===== src/rtl/pwm_duty_ramp_ctrl.sv =====
`default_nettype none
// ============================================================================
// Module      : pwm_duty_ramp_ctrl
// Description : Ramps the live PWM duty cycle toward a programmed target in
//               fixed steps at a programmable interval, with busy/done status.
// Revision    : 1.0 - initial release
// ============================================================================
module pwm_duty_ramp_ctrl #(
    parameter int         INTERVAL_W = 16,
    parameter logic [7:0] RESET_DUTY = 8'h00
) (
    input  logic                  clk,
    input  logic                  rst,
    input  logic                  cfg_valid,
    input  logic [7:0]            cfg_target,
    input  logic [7:0]            cfg_step,
    input  logic [INTERVAL_W-1:0] cfg_interval,
    input  logic                  hold,
    output logic [7:0]            duty_out,
    output logic                  busy,
    output logic                  done
);

    typedef enum logic [0:0] {
        ST_IDLE = 1'b0,
        ST_RAMP = 1'b1
    } state_t;

    localparam logic [INTERVAL_W-1:0] c_cnt_one = {{(INTERVAL_W-1){1'b0}}, 1'b1};

    state_t                r_state,    w_state_nxt;
    logic [7:0]            r_target,   w_target_nxt;
    logic [7:0]            r_step,     w_step_nxt;
    logic [7:0]            r_duty,     w_duty_nxt;
    logic [INTERVAL_W-1:0] r_interval, w_interval_nxt;
    logic [INTERVAL_W-1:0] r_cnt,      w_cnt_nxt;
    logic                  r_done,     w_done_nxt;

    logic                  w_up;
    logic [8:0]            w_diff;

    // Distance to target is taken as a 9-bit unsigned magnitude so the clamp
    // test can never be fooled by wrap-around.
    always_comb begin
        w_up   = (r_target > r_duty);
        w_diff = w_up ? ({1'b0, r_target} - {1'b0, r_duty})
                      : ({1'b0, r_duty}   - {1'b0, r_target});
    end

    always_ff @(posedge clk) begin
        if (rst) begin
            r_state    <= ST_IDLE;
            r_target   <= RESET_DUTY;
            r_step     <= 8'h00;
            r_duty     <= RESET_DUTY;
            r_interval <= '0;
            r_cnt      <= '0;
            r_done     <= 1'b0;
        end else begin
            r_state    <= w_state_nxt;
            r_target   <= w_target_nxt;
            r_step     <= w_step_nxt;
            r_duty     <= w_duty_nxt;
            r_interval <= w_interval_nxt;
            r_cnt      <= w_cnt_nxt;
            r_done     <= w_done_nxt;
        end
    end

    always_comb begin
        w_state_nxt    = r_state;
        w_target_nxt   = r_target;
        w_step_nxt     = r_step;
        w_duty_nxt     = r_duty;
        w_interval_nxt = r_interval;
        w_cnt_nxt      = r_cnt;
        w_done_nxt     = 1'b0;

        if (cfg_valid) begin
            // A new configuration always wins over a step due on this edge.
            w_target_nxt   = cfg_target;
            w_step_nxt     = cfg_step;
            w_interval_nxt = cfg_interval;
            w_cnt_nxt      = cfg_interval;
            if (cfg_target == r_duty) begin
                w_state_nxt = ST_IDLE;
                w_done_nxt  = 1'b1;
            end else if (cfg_step == 8'h00) begin
                w_duty_nxt  = cfg_target;
                w_state_nxt = ST_IDLE;
                w_done_nxt  = 1'b1;
            end else begin
                w_state_nxt = ST_RAMP;
            end
        end else if ((r_state == ST_RAMP) && !hold) begin
            if (r_cnt != '0) begin
                w_cnt_nxt = r_cnt - c_cnt_one;
            end else begin
                w_cnt_nxt = r_interval;
                if (w_diff <= {1'b0, r_step}) begin
                    w_duty_nxt  = r_target;
                    w_state_nxt = ST_IDLE;
                    w_done_nxt  = 1'b1;
                end else if (w_up) begin
                    w_duty_nxt = r_duty + r_step;
                end else begin
                    w_duty_nxt = r_duty - r_step;
                end
            end
        end
    end

    assign duty_out = r_duty;
    assign busy     = (r_state == ST_RAMP);
    assign done     = r_done;

endmodule
`default_nettype wire

===== config.mk =====
export PLATFORM = sky130hd
export DESIGN_NAME = pwm_duty_ramp_ctrl
export DESIGN_NICKNAME = d
export VERILOG_FILES = /design/src/rtl/pwm_duty_ramp_ctrl.sv
export SDC_FILE = /design/constraint.sdc
export NUM_CORES = 1
export LEC_CHECK = 0
export CORE_ASPECT_RATIO = 0.7
export CORE_UTILIZATION = 62
export DETAILED_ROUTE_END_ITERATION = 16
export PLACE_DENSITY = 0.86
export SLEW_MARGIN = 25
export SYNTH_ARGS = -nofsm -noshare
export SYNTH_HDL_FRONTEND = slang
export SYNTH_SLANG_ARGS = --single-unit

===== constraint.sdc =====
create_clock -name clk -period 10 [get_ports clk]
set_input_delay 1.5 -clock clk [delete_from_list [all_inputs] [get_ports clk]]
set_output_delay 1.5 -clock clk [all_outputs]
set_load 0.01 [all_outputs]

==> results of run 1 <==
==> power groups by stage <==
stage	clock (mW)	sequential, mW	combinational [mW]
detailed placement	0	0.277	0.405
global placement	0	0.276	0.397
CTS	0.241	0.272	0.410
global route	0.250	0.275	0.460
finish	0.240	0.273	0.418
floorplan	0	0.272	0.320
==> cell usage in the layout (no fill, tap or decap), types with 12 or more instances in the layout <==
master,count
a211oi_1,15
a21oi_1,32
clkbuf_8,13
clkdlybuf4s50_1,43
dfxtp_1,58
ha_1,34
inv_1,36
mux2i_1,35
nand2_1,26
nand3_1,12
nor2_1,66
nor3_1,17
o21ai_0,18
xnor2_1,19
xor2_1,13
==> worst max-delay path, delay by kind of cell (launching register included) <==
kind            cells  cell delay [ps]
flops               1              540
xor+xnor            1              150
buf+inv             1              150
simple gates        1              110
fa+ha+maj           2              620
compound gates     10             2260
mux                 2              770
==> worst min-delay path by stage <==
stage                                            end  slack (ps)  cells after the start
after CTS                 r_interval[5]$_SDFFE_PP0P_         490                      2
after floorplan           r_interval[2]$_SDFFE_PP0P_         450                      2
final                     r_interval[5]$_SDFFE_PP0P_         490                      2
after detailed placement  r_interval[5]$_SDFFE_PP0P_         470                      2
after global placement    r_interval[4]$_SDFFE_PP0P_         460                      2
after global routing      r_interval[5]$_SDFFE_PP0P_         500                      2
==> layout make-up <==
class / instances / area share
flip-flops and latches: 58 / 0.233
multi-input cells: 401 / 0.579
inverters: 36 / 0.0271
repair buffers: 48 / 0.0932
clock buffers: 13 / 0.0358
well taps: 91 / 0.0228
clock inverters: 3 / 0.00902
==> metal layers <==
metal,vias to the layer above,share of wire,track usage
li1,1931,-,-
met1,1907,0.48,0.485
met2,198,0.42,0.491
met3,26,0.087,0.0790
met4,0,0.015,0.0934
met5,-,0,0
==> per-stage QoR <==
| step | worst slack (ps) | cells | hold slack [ps] |
|---|---|---|---|
| finish | 5330 | 650 | 488 |
| global route | 4950 | 650 | 504 |
| CTS | 5340 | 650 | 487 |
| detailed placement | 5360 | 634 | 467 |
| global placement | 5520 | 634 | 460 |
| floorplan | 5930 | 521 | 450 |
==> state kept, by name, summed over array words and instances, names as in the netlist <==
| signal | cells |
|---|---|
| r_interval | 16 |
| duty_out | 8 |
| done | 1 |
| r_step | 8 |
| r_target | 8 |
| busy | 1 |
| r_cnt | 16 |
==> kinds of logic (layout without fill, tap and decap cells) <==
| family | count (synthesis) | count (layout) | synth area share |
|---|---|---|---|
| buffers and inverters | 62 | 100 | 0.0570 |
| multiplexers | 39 | 39 | 0.0920 |
| flip-flops | 58 | 58 | 0.270 |
| XOR/XNOR | 32 | 32 | 0.0652 |
| AO/OA/AOI/OAI | 123 | 123 | 0.202 |
| adder cells (fa/ha/maj) | 37 | 37 | 0.113 |
| AND/OR/NAND/NOR | 170 | 170 | 0.201 |
==> impl_metrics.py, run 1 <==
metrics = {
    "clock_network": {
        "cts_tree": "done",
        "cts.clk_slew.worst_paths_ps": 70,
        "cts_resized": 0,
        "clock_latency_ps": 350,
        "cts_sinks": 58,
        "htree_levels": 3,
        "cts_buffers": 9,
        "ctsHoldBuffers": 0,
        "clk_path_buf_depth": 2,
        "clock-root-buffer": "clkbuf_8",
        "cts_setup_buffers": 0,
    },
    "sta": {
        "finalSetupTns_ps": 0,
        "max_freq_ghz": 0.214,
        "min_period_ps": 4670,
        "slew_violations": 0,
        "slew_headroom": 0.495,
        "final-setup-viol-count": 0,
        "rsz0062_at_grt": "no",
        "period_share": 0.467,
        "worst_slew_pin_slew_ps": 750,
        "clock-skew-final_ps": 7.19,
        "hold_viol_final": 0,
    },
    "synthesis": {
        "syn_area_sq_um": 4300,
        "yosysTopAreaCell": "dfxtp_1",
        "synth_warnings": 0,
        "synthTopCellsByCount": "66 x nor2_1, 58 x dfxtp_1, 36 x inv_1, 35 x mux2i_1, 34 x ha_1",
        "syn_inst": 521,
        "synth_cell_type_count": 66,
        "synth_seq_area_share": 0.270,
        "synth_edf_count": 0,
        "yosysTopAreaCellShare": 0.270,
        "async_flop_share": 0,
        "synth_ff_type": "dfxtp_1",
        "syn-mean-instance-area_sq_um": 8.25,
        "yosysMostFrequentCell": "nor2_1",
        "synth_seq_cells": 58,
        "synth_area_leaders": "dfxtp_1 27%, ha_1 9.9%, mux2i_1 8.1%",
        "synth_fp_nets": 594,
    },
    "setup_path": {
        "required_ps": 10280,
        "startpoint": "duty_out[1]$_SDFFE_PP0P_",
        "cp_slowest_cell": "dfxtp_1",
        "worst-path-max-fanout": 17,
        "cp-start-kind": "flop",
        "timing.rr.end": "duty_out[0]$_SDFFE_PP0P_",
        "r2r_start": "duty_out[1]$_SDFFE_PP0P_",
        "worstPathArrival_ps": 4950,
        "max_stage_delay_ps": 540,
        "crit_chain": "inv_1, ha_1, nand2b_1, a21oi_2, o221ai_2, a21boi_4, mux2_2, a221oi_2, xnor2_1, ha_1, a21oi_1, o21ai_0, a221oi_1, a41o_1, o311a_4, mux2_2, a21oi_1",
        "reg2reg_depth": 17,
        "crit_type": "reg -> reg",
        "crit_path_end_kind": "flop",
        "cp-endpoint": "duty_out[0]$_SDFFE_PP0P_",
        "reg2reg_setup_slack_ps": 5330,
    },
    "global_routing": {
        "grt_max_degree": 59,
        "grt_usage": 0.334,
        "grt_pass1_wl_mm": 18.5,
        "grt_overflow": 0,
        "antenna_found_initial": 0,
        "grt_pass1_vias": 3761,
    },
    "die": {
        "die_h_um": 71.7,
        "ios": 46,
        "dieArea_sq_um": 7280,
        "initial_core_util": 0.666,
        "die_width_um": 102,
        "coreArea_sq_um": 6460,
        "rows": 24,
    },
    "power_and_ir_drop": {
        "switching_power_mw": 0.348,
        "combPwrFrac": 0.449,
        "swShare": 0.373,
        "intPower_mw": 0.583,
        "power_density_nw_per_um2": 186,
        "power_frac_clock": 0.258,
        "ir_drop_mv": 0.105,
        "power_mw": 0.931,
        "leakage_nw": 2.03,
        "power_frac_seq": 0.293,
    },
    "detailed_routing": {
        "drcViolationCount": 0,
        "ant_nets": 0,
        "first_iter_violations": 248,
        "detail_route.first_pass.iterations": 5,
        "num_vias": 4062,
        "wl_per_cell_um": 17.6,
        "via_per_inst": 6.25,
        "routed_wl_mm": 11.4,
    },
    "placement": {
        "gp_congestion": 0.920,
        "portBuffers": 45,
        "dp_hpwl_mm": 8.33,
        "placed_area_sq_um": 4770,
    },
    "cells_and_area": {
        "antenna_cells": 0,
        "multi_input_area_sq_um": 2890,
        "fin_nets": 627,
        "regArea_sq_um": 1160,
        "stdcell_area_sq_um": 4990,
        "final_core_util": 0.773,
        "drive_gt1_frac": 0.0769,
        "syn2layout_area_growth_pct": 16.1,
        "fill_cells": 487,
    },
    "run_status": {
        "status": "completed",
    },
    "min_path": {
        "holdCritStartpoint": "r_interval[5]$_SDFFE_PP0P_",
        "hp-class": "reg -> reg",
    },
    "flow_run": {
        "max-cap-violations": 0,
    },
}
No activity file was read; power rests on OpenSTA's default activity.
==> run 2: changes to the inputs <==
--- a/config.mk
+++ b/config.mk
@@ -6,9 +6,9 @@
 export NUM_CORES = 1
 export LEC_CHECK = 0
 export CORE_ASPECT_RATIO = 0.7
-export CORE_UTILIZATION = 62
+export CORE_UTILIZATION = 58
 export DETAILED_ROUTE_END_ITERATION = 16
-export PLACE_DENSITY = 0.86
+export PLACE_DENSITY = 0.82
 export SLEW_MARGIN = 25
 export SYNTH_ARGS = -nofsm -noshare
 export SYNTH_HDL_FRONTEND = slang
==> constraint.sdc (replaced) <==
create_clock -name clk -period 4.7 [get_ports clk]
set_input_delay 0.705 -clock clk [delete_from_list [all_inputs] [get_ports clk]]
set_output_delay 0.705 -clock clk [all_outputs]
set_load 0.01 [all_outputs]
==> impl_metrics.py, run 2 (synthesis results as in run 1) <==
metrics = {
    "power_and_ir_drop": {
        "ir_drop_mv": 0.305,
        "leakage_nw": 2.06,
        "power_density_nw_per_um2": 410,
    },
    "detailed_routing": {
        "via_per_inst": 6.09,
        "routed_wl_mm": 11.1,
        "first_iter_violations": 358,
        "drcViolationCount": 0,
        "ant_nets": 0,
        "num_vias": 4001,
        "wl_per_cell_um": 16.8,
        "detail_route.first_pass.iterations": 5,
    },
    "sta": {
        "worst_slew_pin_slew_ps": 706,
        "min_period_ps": 4240,
        "max_freq_ghz": 0.236,
        "hold_slack_ps": 477,
        "period_share": 0.902,
        "hold_viol_final": 0,
        "final-setup-viol-count": 0,
        "slew_headroom": 0.525,
        "clock-skew-final_ps": 4.25,
        "rsz0062_at_grt": "no",
        "finalSetupTns_ps": 0,
        "slew_violations": 0,
    },
    "cells_and_area": {
        "final_core_util": 0.728,
        "antenna_cells": 0,
        "mostFrequentLayoutCells": "66 x nor2_1, 58 x dfxtp_1, 43 x clkdlybuf4s50_1, 36 x inv_1, 35 x mux2i_1",
        "drive_gt1_frac": 0.0817,
        "reg_top3": "r_cnt: 16 flops, r_interval: 16 flops",
        "syn2layout_area_growth_pct": 17.6,
        "layout_commonest_cell": "nor2_1",
        "fin_nets": 631,
        "multi_input_area_sq_um": 2890,
        "fill_cells": 534,
        "regArea_sq_um": 1160,
    },
    "setup_path": {
        "reg2reg_setup_slack_ps": 460,
        "cp-start-kind": "flop",
        "max_stage_delay_ps": 430,
        "startpoint": "duty_out[2]$_SDFFE_PP0P_",
        "required_ps": 4980,
        "worst-path-max-fanout": 11,
        "worstPathArrival_ps": 4520,
        "r2r_start": "duty_out[2]$_SDFFE_PP0P_",
        "cp_slowest_cell": "dfxtp_1",
        "crit_chain": "inv_1, ha_1, o21ai_1, a21oi_2, o221ai_2, a21boi_4, mux2_2, a221oi_2, xnor2_1, ha_1, a21oi_1, o21ai_0, a221oi_1, a41o_1, o311a_4, mux2_2, a21oi_1",
        "crit_type": "reg -> reg",
        "crit_path_end_kind": "flop",
    },
    "global_routing": {
        "grt_pass1_wl_mm": 18.2,
        "grt_overflow": 0,
        "grt_max_degree": 58,
        "grt_pass1_vias": 3650,
        "antenna_found_initial": 0,
        "grt_usage": 0.301,
    },
    "die": {
        "die_width_um": 105,
        "ios": 46,
        "initial_core_util": 0.619,
        "coreArea_sq_um": 6940,
        "dieArea_sq_um": 7770,
        "rows": 25,
        "die_h_um": 74.0,
    },
    "clock_network": {
        "cts_setup_buffers": 0,
        "cts.clk_slew.worst_paths_ps": 70,
        "cts_resized": 0,
        "clock_latency_ps": 350,
        "htree_levels": 3,
        "clock-root-buffer": "clkbuf_8",
        "cts_tree": "done",
        "clk_path_buf_depth": 2,
        "cts_buffers": 9,
        "ctsHoldBuffers": 0,
        "cts_sinks": 58,
    },
    "placement": {
        "portBuffers": 45,
        "dp_hpwl_mm": 8.07,
        "gp_congestion": 0.981,
    },
    "min_path": {
        "hp-class": "reg -> reg",
        "holdCritStartpoint": "r_interval[2]$_SDFFE_PP0P_",
    },
    "flow_run": {
        "max-cap-violations": 0,
    },
    "run_status": {
        "status": "completed",
    },
}
run 2: cell types whose count changed in the layout (fill, tap and decap cells not counted), sizes merged:
cell / change
buf: +4
bufinv: +2
clkinvlp: -1
clkbuf: -1
run 2: layout make-up:
class	count	area share
inverters	36	0.0267
multi-input cells	401	0.572
well taps	94	0.0233
clock inverters	4	0.0193
repair buffers	52	0.0980
clock buffers	12	0.0307
flip-flops and latches	58	0.230
run 2: worst max-delay path: cells and delay by family, from the launching register on:
family | cells | cell delay, ps
AOI/OAI and AO/OA | 11 | 2110
xor gates and xnor gates | 1 | 150
adders and majority gates | 2 | 680
buffers and inverters | 1 | 90
DFF | 1 | 430
muxes | 2 | 720
run 2: routing by layer:
| metal | wire (um) | vias up | global-route usage |
|---|---|---|---|
| li1 | - | 1937 | - |
| met1 | 5600 | 1903 | 0.424 |
| met4 | 116 | 0 | 0.0939 |
| met2 | 4490 | 149 | 0.446 |
| met5 | 0 | - | 0 |
| met3 | 857 | 12 | 0.0859 |
run 2: final timing paths:
check	to	cells past startpoint
max	duty_out[0]$_SDFFE_PP0P_	17
max reg2reg	duty_out[0]$_SDFFE_PP0P_	17
min	r_interval[2]$_SDFFE_PP0P_	2
min reg2reg	r_interval[2]$_SDFFE_PP0P_	2
run 2: per-stage QoR:
step | instances | worst slack, ps | instance area, sq um | power (mW)
finish | 657 | 461 | 5050 | 2.07
global route | 657 | 143 | 5050 | 2.20
CTS | 657 | 490 | 5050 | 2.06
detailed placement | 641 | 515 | 4800 | 1.46
global placement | 641 | 629 | 4800 | 1.44
floorplan | 521 | 625 | 4300 | 1.26
run 2: power breakdown:
part / total, mW / internal [mW] / switching, mW / leakage (nW)
clock network: 0.594 / 0.381 / 0.212 / 0.123
logic: 0.899 / 0.417 / 0.481 / 1.46
registers: 0.578 / 0.530 / 0.0480 / 0.479
total: 2.07 / 1.33 / 0.742 / 2.06
